`src/rtl/slv_guard_err_pkg.sv`:
```
// Shared types and constants for the slave-guard error subordinate.
// The default AXI request/response structs match the default port widths of the top.
package slv_guard_err_pkg;

    localparam int unsigned BEAT_W = 8;

    localparam logic [1:0] RESP_OKAY   = 2'b00;
    localparam logic [1:0] RESP_SLVERR = 2'b10;

    typedef enum logic [1:0] {
        W_IDLE,
        W_DATA,
        W_RESP
    } wr_state_e;

    typedef enum logic {
        R_IDLE,
        R_DATA
    } rd_state_e;

    typedef struct packed {
        logic [1:0]        id;
        logic [31:0]       addr;
        logic [BEAT_W-1:0] len;
    } axi_ax_t;

    typedef struct packed {
        logic [31:0] data;
        logic [3:0]  strb;
        logic        last;
    } axi_w_t;

    typedef struct packed {
        logic [1:0] id;
        logic [1:0] resp;
        logic       user;
    } axi_b_t;

    typedef struct packed {
        logic [1:0]  id;
        logic [31:0] data;
        logic [1:0]  resp;
        logic        last;
        logic        user;
    } axi_r_t;

    typedef struct packed {
        axi_ax_t aw;
        logic    aw_valid;
        axi_w_t  w;
        logic    w_valid;
        logic    b_ready;
        axi_ax_t ar;
        logic    ar_valid;
        logic    r_ready;
    } axi_req_t;

    typedef struct packed {
        logic    aw_ready;
        logic    w_ready;
        logic    ar_ready;
        axi_b_t  b;
        logic    b_valid;
        axi_r_t  r;
        logic    r_valid;
    } axi_rsp_t;

endpackage

```
`src/rtl/slv_guard_err_rd_unit.sv`:
```
// Read side of the error subordinate: accepts one AR, then streams len+1 SLVERR beats.
module slv_guard_err_rd_unit
    import slv_guard_err_pkg::*;
#(
    parameter int unsigned IdWidth = 2
) (
    input  logic               i_clk,
    input  logic               i_rst_n,
    input  logic               i_accept,
    input  logic               i_ar_valid,
    input  logic [IdWidth-1:0] i_ar_id,
    input  logic [BEAT_W-1:0]  i_ar_len,
    input  logic               i_r_ready,
    output logic               o_ar_ready,
    output logic               o_r_valid,
    output logic [IdWidth-1:0] o_r_id,
    output logic               o_r_last,
    output logic               o_done,
    output logic               o_busy
);

    rd_state_e          r_state;
    logic [IdWidth-1:0] r_id;
    logic [BEAT_W-1:0]  r_len;
    logic [BEAT_W-1:0]  r_beat;
    logic               w_last;

    assign w_last = (r_beat == r_len);

    // NOTE: sequential state uses non-blocking assignments only, so every register
    // samples the pre-edge values and simulation order cannot change the result.
    always_ff @(posedge i_clk or negedge i_rst_n) begin
        if (!i_rst_n) begin
            r_state <= R_IDLE;
            r_id    <= '0;
            r_len   <= '0;
            r_beat  <= '0;
        end else begin
            case (r_state)
                R_IDLE: begin
                    if (i_ar_valid && o_ar_ready) begin
                        r_id    <= i_ar_id;
                        r_len   <= i_ar_len;
                        r_beat  <= '0;
                        r_state <= R_DATA;
                    end
                end
                R_DATA: begin
                    // The beat counter stops at len, so len = 255 never wraps.
                    if (i_r_ready) begin
                        if (w_last) r_state <= R_IDLE;
                        else        r_beat  <= r_beat + 1'b1;
                    end
                end
                default: r_state <= R_IDLE;
            endcase
        end
    end

    assign o_ar_ready = (r_state == R_IDLE) && i_accept;
    assign o_r_valid  = (r_state == R_DATA);
    assign o_r_id     = o_r_valid ? r_id : '0;
    assign o_r_last   = o_r_valid && w_last;
    assign o_done     = o_r_valid && i_r_ready && w_last;
    assign o_busy     = o_r_valid;

endmodule

```
`src/rtl/slv_guard_err_slv.sv`:
```
// Error-terminating AXI subordinate: completes every accepted write and read with SLVERR
// while the guard isolates the real subordinate, and counts terminated transactions.
module slv_guard_err_slv
    import slv_guard_err_pkg::*;
#(
    parameter int unsigned AxiIdWidth = 2,
    parameter int unsigned DataWidth  = 32,
    parameter logic [31:0] RespData   = 32'hBADCAB1E,
    parameter int unsigned CntWidth   = 6,
    parameter type         req_t      = axi_req_t,
    parameter type         rsp_t      = axi_rsp_t
) (
    input  logic                clk_i,
    input  logic                rst_ni,
    input  logic                isolate_i,
    input  req_t                req_i,
    output rsp_t                rsp_o,
    input  logic                cnt_clr_i,
    output logic [CntWidth-1:0] wr_err_cnt_o,
    output logic [CntWidth-1:0] rd_err_cnt_o,
    output logic                busy_o
);

    localparam logic [DataWidth-1:0] RESP_DATA = DataWidth'(RespData);

    wr_state_e             r_wr_state;
    logic [AxiIdWidth-1:0] r_aw_id;
    logic                  r_iso;
    logic [CntWidth-1:0]   r_wr_cnt;
    logic [CntWidth-1:0]   r_rd_cnt;

    logic                  w_aw_ready;
    logic                  w_w_ready;
    logic                  w_b_valid;
    logic                  w_wr_done;
    logic                  w_ar_ready;
    logic                  w_r_valid;
    logic [AxiIdWidth-1:0] w_r_id;
    logic                  w_r_last;
    logic                  w_rd_done;
    logic                  w_rd_busy;
    logic                  w_unused_req;

    // Registering isolate keeps every rsp_o field a pure decode of flops.
    always_ff @(posedge clk_i or negedge rst_ni) begin
        if (!rst_ni) r_iso <= 1'b0;
        else         r_iso <= isolate_i;
    end

    always_ff @(posedge clk_i or negedge rst_ni) begin
        if (!rst_ni) begin
            r_wr_state <= W_IDLE;
            r_aw_id    <= '0;
        end else begin
            case (r_wr_state)
                W_IDLE: begin
                    if (req_i.aw_valid && w_aw_ready) begin
                        r_aw_id    <= req_i.aw.id;
                        r_wr_state <= W_DATA;
                    end
                end
                W_DATA: begin
                    if (req_i.w_valid && req_i.w.last) r_wr_state <= W_RESP;
                end
                W_RESP: begin
                    if (req_i.b_ready) r_wr_state <= W_IDLE;
                end
                default: r_wr_state <= W_IDLE;
            endcase
        end
    end

    assign w_aw_ready = (r_wr_state == W_IDLE) && r_iso;
    assign w_w_ready  = (r_wr_state == W_DATA);
    assign w_b_valid  = (r_wr_state == W_RESP);
    assign w_wr_done  = w_b_valid && req_i.b_ready;

    slv_guard_err_rd_unit #(
        .IdWidth (AxiIdWidth)
    ) u_rd_unit (
        .i_clk      (clk_i),
        .i_rst_n    (rst_ni),
        .i_accept   (r_iso),
        .i_ar_valid (req_i.ar_valid),
        .i_ar_id    (req_i.ar.id),
        .i_ar_len   (req_i.ar.len),
        .i_r_ready  (req_i.r_ready),
        .o_ar_ready (w_ar_ready),
        .o_r_valid  (w_r_valid),
        .o_r_id     (w_r_id),
        .o_r_last   (w_r_last),
        .o_done     (w_rd_done),
        .o_busy     (w_rd_busy)
    );

    // Clear wins over a coincident increment; both counters stick at all-ones.
    always_ff @(posedge clk_i or negedge rst_ni) begin
        if (!rst_ni) begin
            r_wr_cnt <= '0;
            r_rd_cnt <= '0;
        end else if (cnt_clr_i) begin
            r_wr_cnt <= '0;
            r_rd_cnt <= '0;
        end else begin
            if (w_wr_done && (r_wr_cnt != '1)) r_wr_cnt <= r_wr_cnt + 1'b1;
            if (w_rd_done && (r_rd_cnt != '1)) r_rd_cnt <= r_rd_cnt + 1'b1;
        end
    end

    always_comb begin
        rsp_o          = '0;
        rsp_o.aw_ready = w_aw_ready;
        rsp_o.w_ready  = w_w_ready;
        rsp_o.ar_ready = w_ar_ready;
        rsp_o.b_valid  = w_b_valid;
        rsp_o.b.id     = w_b_valid ? r_aw_id : '0;
        rsp_o.b.resp   = w_b_valid ? RESP_SLVERR : RESP_OKAY;
        rsp_o.r_valid  = w_r_valid;
        rsp_o.r.id     = w_r_id;
        rsp_o.r.data   = w_r_valid ? RESP_DATA : '0;
        rsp_o.r.resp   = w_r_valid ? RESP_SLVERR : RESP_OKAY;
        rsp_o.r.last   = w_r_last;
    end

    assign wr_err_cnt_o = r_wr_cnt;
    assign rd_err_cnt_o = r_rd_cnt;
    assign busy_o       = (r_wr_state != W_IDLE) || w_rd_busy;
    assign w_unused_req = ^req_i;

endmodule

```
`config.mk`:
```
export PLATFORM = sky130hd
export DESIGN_NAME = slv_guard_err_slv
export DESIGN_NICKNAME = d
export VERILOG_FILES = /design/src/rtl/slv_guard_err_pkg.sv /design/src/rtl/slv_guard_err_rd_unit.sv /design/src/rtl/slv_guard_err_slv.sv
export SDC_FILE = /design/constraint.sdc
export NUM_CORES = 1
export LEC_CHECK = 0
export ABC_AREA = 0
export BUFFER_PORTS_ARGS = -buffer_cell sky130_fd_sc_hd__buf_2
export CAP_MARGIN = 20
export CORE_ASPECT_RATIO = 0.75
export CORE_MARGIN = 10
export CORE_UTILIZATION = 43
export DETAILED_ROUTE_END_ITERATION = 10
export GPL_TIMING_DRIVEN = 0
export HOLD_SLACK_MARGIN = 0.02
export PLACE_DENSITY = 0.87
export SLEW_MARGIN = 10
export SYNTH_ARGS = -nofsm -noshare
export SYNTH_HDL_FRONTEND = slang
export SYNTH_SLANG_ARGS = --single-unit
```
`constraint.sdc`:
```
create_clock -name clk_i -period 4.6 [get_ports clk_i]
set_input_delay 0.46 -clock clk_i [delete_from_list [all_inputs] [get_ports clk_i]]
set_output_delay 0.46 -clock clk_i [all_outputs]
set_load 0.05 [all_outputs]
```
# Word-level counts from Yosys, hierarchy flattened
# Index checks and enable logic that the tools add are counted.
# word_totals
n_memories	0
out_inout_bits	61
rom_bits	0
ram_bits	0
regBits	36
latch_bits	0
# op_classes
shift	0
div	0
muxes	21
addsub	3
multipliers	0
order_cmp	0
n_bitwise	1
n_eq_ne	11
reduce_logical	20
# ops
cell	count
32-bit two-way mux	1
6-bit two-way mux	4
8-bit two-way mux	3
8-bit case mux with 2 select lines	1
2-bit two-way mux	7
6-bit by 1-bit adder with 6-bit output, second input constant	2
6-bit inequality test, second input constant	2
1-bit logical AND	11
8-bit by 1-bit adder with 8-bit output, second input constant	1
8-bit == test	1
2-bit inequality test, second input constant	4
2-bit case mux with 3 select lines	1
3-bit AND reduction	2
2-bit nonzero test	3
2-bit by 1-bit inequality test with 1-bit output, second input constant	2
2-bit AND reduction	2
1-bit two-way mux	3
2-bit by 1-bit == test with 1-bit output, second input constant	1
2-bit == test, second input constant	1
2-bit logical NOT	1
1-bit case mux with 2 select lines	1
1-bit logical OR	1
1-bit inverter	1

# Longest topological paths before layout
# logic_depth
depth_word	5
ltp_mapped	6
mapped_depth_nobuf	5

# Hierarchy
# Synthesis repeated with hierarchy kept, for this count alone.
# unflattened
cells_unflattened	220
hier_area_um2	2258.4
# modules_own_cells
module	n_inst	seq_area_each_um2	area_each_um2	cells_each
slv_guard_err_slv	1	425.4	1232.4	130
slv_guard_err_rd_unit	1	475.5	1026.0	90

# Least setup slack after synthesis
# No wires, ideal clock.
# synth_timing
path_type	flip-flop to flip-flop
startpoint	register r_rd_cnt[0] (netlist: rd_err_cnt_o[0])
endpoint	register r_rd_cnt[0] (netlist: rd_err_cnt_o[0])
arrival_ns	1.849
path_buffers	0
synth_period_minus_slack_ns	1.976
path_slack_ns	2.624
stages_incl_launch_ff	6
path_cell_list	dfrtp_1 > ha_1 > nand3_1 > o211ai_2 > nor3_1 > mux2_1
# synth_between
elab_chain_cells	3
elab_cells_between_ends	6
cone_classes	1 x add/sub; 1 x eq/ne; 2 x mux; 2 x reduce/logical
# synth_lines
element	line_no	text
start: declaration	slv_guard_err_slv.sv:30	logic [CntWidth-1:0] r_rd_cnt;
start signal: assignment	slv_guard_err_slv.sv:106	if (w_rd_done && (r_rd_cnt != '1)) r_rd_cnt <= r_rd_cnt + 1'b1;
6-bit by 1-bit adder with 6-bit output / 6-bit inequality test (equally long branches)	slv_guard_err_slv.sv:106	
6-bit two-way mux / 1-bit logical AND (equally long branches)	slv_guard_err_slv.sv:106	
6-bit two-way mux / 2-bit nonzero test (equally long branches)	-	
# Several ways; a longest one is shown, not always the timed one. The select of a mux whose other input is x is not followed.
# A chain may end at the register's enable or synchronous reset.

# Worst setup path after layout
# layout_timing
startpoint	register u_rd_unit.r_state (netlist: u_rd_unit.o_busy)
endpoint	output rsp_o[2] (netlist name)
# layout_between
elab_chain_cells	1
# layout_lines
element	line_no	text
start: declaration	slv_guard_err_rd_unit.sv:22	rd_state_e r_state;
start signal: assignment	slv_guard_err_rd_unit.sv:34	r_state <= R_IDLE;
start signal: assignment	slv_guard_err_rd_unit.sv:45	r_state <= R_DATA;
start signal: assignment	slv_guard_err_rd_unit.sv:51	if (w_last) r_state <= R_IDLE;
1-bit logical AND	slv_guard_err_rd_unit.sv:63	assign o_r_last = o_r_valid && w_last;
end: declaration	slv_guard_err_slv.sv:17	output rsp_t rsp_o,
# No other way between the ends.

==> summary.md <==
Synthesis instantiated 44 different standard cells from the library. The tools report the startpoint type of the worst setup path as a flip-flop. Critical path class: flip-flop to output port. The initial core utilization is 44.4%. The critical path goes through clkinv_1, nor2_1, buf_4, buf_2. Summed over all layers, the routed wires come to 5680 um. The run finished with clean final reports.

The count of antenna diodes in the layout was 0. The library cell occupying the most area in the post-synthesis netlist is dfrtp_1. The post-route netlist has 43.7% of its cells at a drive strength greater than 1. Maximum clock frequency: 0.379 GHz. The count of boundary I/O pins is 191, and the setup-violating endpoint count in the final report is 0. Synthesis handed over a netlist of 235 instances.

Dividing the detail-routed via count by the number of cells gives 4.75. The tools report the number of max-slew violations in the final report as 0. CTS placed an instance of clkbuf_8 at the clock tree root. Entering global routing, the biggest net connects 37 pins. The maximum cell stage delay along the critical path was 0.86 ns.

The startpoint identified for the worst register-to-register timing path is u_rd_unit.o_busy. The run gives 5 as the number of CTS-inserted buffers. TritonCTS built the clock tree. The final layout contains 455 nets.

The run gives 205 as the iteration-0 DRC count of the detailed router. The clock arrives with 0.00290 ns of skew. Number of global-route vias before repair: 1930. Summed over all layers, the global routing overflow is 0. Counting cells, the worst reg-to-reg path comes to 3. The worst setup path is captured at an output port. The logs give 36 for the total number of clock tree sinks and 2 for the maximum level of the CTS H-tree. The post-synth design cell area is 2380 um^2. The most frequently used flop master after synthesis is dfrtp_1.

Row generation in the floorplan step produced 23 rows. After synthesis, the mean cell area works out to 10.1 um^2. The first detailed-routing pass ran for 4 iterations. The number of buffers inserted for hold repair after clock tree synthesis came out at 0.

IR analysis of the VDD net gives a maximum drop of 340 uV. The smallest clock period supported by the final layout is computed as 2.64 ns. The run gives 2.18 ns as the data arrival time of the critical path. The die covers 8930 um^2. In the routed design, unresolved DRC markers number 0. In this run the vertical extent of the chip is 84.4 um. The worst register-to-register path has a setup slack of 2.50 ns. For the final hold violation count, the log shows 0.

The tool flagged a number of max-cap violations equal to 0. In this run, synthesis produced a sequential element count of 36. The path category of the worst min-delay check was input port to async pin. The logs give 0.261 ns for the worst hold slack after final layout and 4.14 ns for the data required time of the critical path. In this run the worst path has a maximum fanout of 25.

At the pin with the least slew margin, the transition time is 0.811 ns. Sequential elements use 37.9% of the synthesized area. The logs give 0.884 for the placer congestion estimate and 12.8% for the total track usage. The most common cell after layout, fill and taps aside was buf_2. The first global-routing pass estimated 9650 um of wire. The logs give 0 for the final antenna-violating net count and 5350 um^2 for the area of the core. The fill cell instance count of the final layout is 489, and the CTS clock-pin slew for the worst setup and hold paths is 0.07 ns. The initial antenna violation count is 0. After synthesis, the largest area contributor takes up 37.9% of total cell area.

The wire length per cell after detailed routing came out at 14.3 um. The x dimension of the die is 106 um, and the final sum of negative setup slack is 0 ns. The final critical path takes up 57.3% of the cycle.

Destination of the worst register-to-register timing path: rd_err_cnt_o[0]. On the critical path, the stage with the largest delay is an instance of dfrtp_1. Once the clock tree was built, the resizer swapped 0 gates to a different size.

Clock network latency to the later pin of the worst-skew pair: 0.29 ns. The HPWL after detailed placement is 4410 um. For this run, asynchronously set or reset flops after synthesis account for 100%. Buffers added to address setup during post-CTS repair amount to 0.

Number of warnings printed during yosys synthesis: 0. In this run the power density over the cells is 566 nW/um^2. The synthesis-to-layout area growth works out to 24.5%. Setup repair after global routing left no endpoint under its margin. The analysis attributes to cell leakage a power of 1.50 nW. In the layout the commonest cells are buf_2, buf_4, dfrtp_1.

The worst pin sits at a relative slew slack of 46.0%. The number of synthesized flops with an enable pin came out at 0. Yosys attributes the largest share of cell area to dfrtp_1, buf_4, mux2_2, mux2i_1, mux2_1. The tools report the routed via count as 1890.

The number of buffer cells added on primary ports works out to 64. The maximum root-to-sink buffer count came out at 2.
[critical path, delay by kind of cell (launching register included)]
| family | cells | cell delay (ns) |
|---|---|---|
| and+or+nand+nor | 1 | 0.20 |
| buffers and inverters | 3 | 0.84 |
| DFF | 1 | 0.86 |
[state kept, by name, indices dropped and copies added, names as in the netlist]
name              count
r_aw_id               2
r_iso                 1
r_wr_state            2
rd_err_cnt_o          6
u_rd_unit.o_busy      1
u_rd_unit.r_beat      8
u_rd_unit.r_id        2
u_rd_unit.r_len       8
wr_err_cnt_o          6
[cells in the mapped netlist (3+ instances only)]
cell,n
nand2b_1,4
nand2_1,15
and2_1,6
nor2_1,13
buf_4,44
xor2_1,5
dfrtp_1,36
mux2_2,12
o211ai_1,6
nor2b_1,8
nor3_1,4
mux2i_1,6
buf_6,3
inv_1,4
nand3_1,5
nand4_1,5
clkbuf_1,4
xnor2_1,5
a31oi_1,4
mux2_1,5
and3_1,3
and4_1,3
o21ai_0,6
ha_1,3
[routing by layer]
metal | part of all wire [%] | GRT usage, % | up-vias
met2 | 43 | 19.4 | 91
met4 | 0.88 | 3.31 | 0
li1 | - | - | 929
met3 | 11 | 5.57 | 7
met1 | 45 | 16.2 | 863
met5 | 0 | 0 | -
[stage by stage]
step           utilization [%]  cells  setup slack [ns]  total power [mW]  area, um^2
3_5_place_dp              53.3    390              2.26              1.40        2850
4_1_cts                   55.3    398              1.94              1.68        2960
2_1_floorplan                -    251              2.62              1.23        2440
5_1_grt                   55.3    398              1.79              1.77        2960
3_3_place_gp              53.3    390              2.32              1.38        2850
6_report                  55.3    398              1.96              1.67        2960
[area by class of cell]
type	instances	area, um^2	area share (%)
sequential	36	901	30.4
tap	75	93.8	3.17
inverter	5	18.8	0.634
multi-input combinational	157	1130	38.1
timing repair buffer	64	320	10.8
clock inverter	2	35.0	1.18
clock buffer	6	72.6	2.45
buffer	53	389	13.2
[logic make-up after synthesis]
group	Yosys count	synth area share, %
DFF	36	37.9
muxes	23	10.6
xor gates and xnor gates	13	6.21
adders and majority gates	3	1.58
and+or+nand+nor	77	18.8
AOI/OAI and AO/OA	24	7.58
buffers and inverters	58	17.2
other	1	0.158
[worst max-delay path by stage]
stage	slack, ns	start	to	cells after the start
floorplan	2.62	rd_err_cnt_o[0]	rd_err_cnt_o[0]	5
global placement	2.32	u_rd_unit.o_busy	rsp_o[2]	4
detailed placement	2.26	u_rd_unit.o_busy	rsp_o[2]	4
CTS	1.94	u_rd_unit.o_busy	rsp_o[2]	4
global route	1.79	u_rd_unit.o_busy	rsp_o[2]	4
finish	1.96	u_rd_unit.o_busy	rsp_o[2]	4
[where the power goes]
| group | internal [mW] | total [mW] | switching [mW] |
|---|---|---|---|
| sequential | 0.400 | 0.493 | 0.0932 |
| clock | 0.161 | 0.274 | 0.114 |
| combinational | 0.337 | 0.908 | 0.571 |
| total | 0.897 | 1.67 | 0.778 |
No activity file was read; power rests on OpenSTA's default activity.
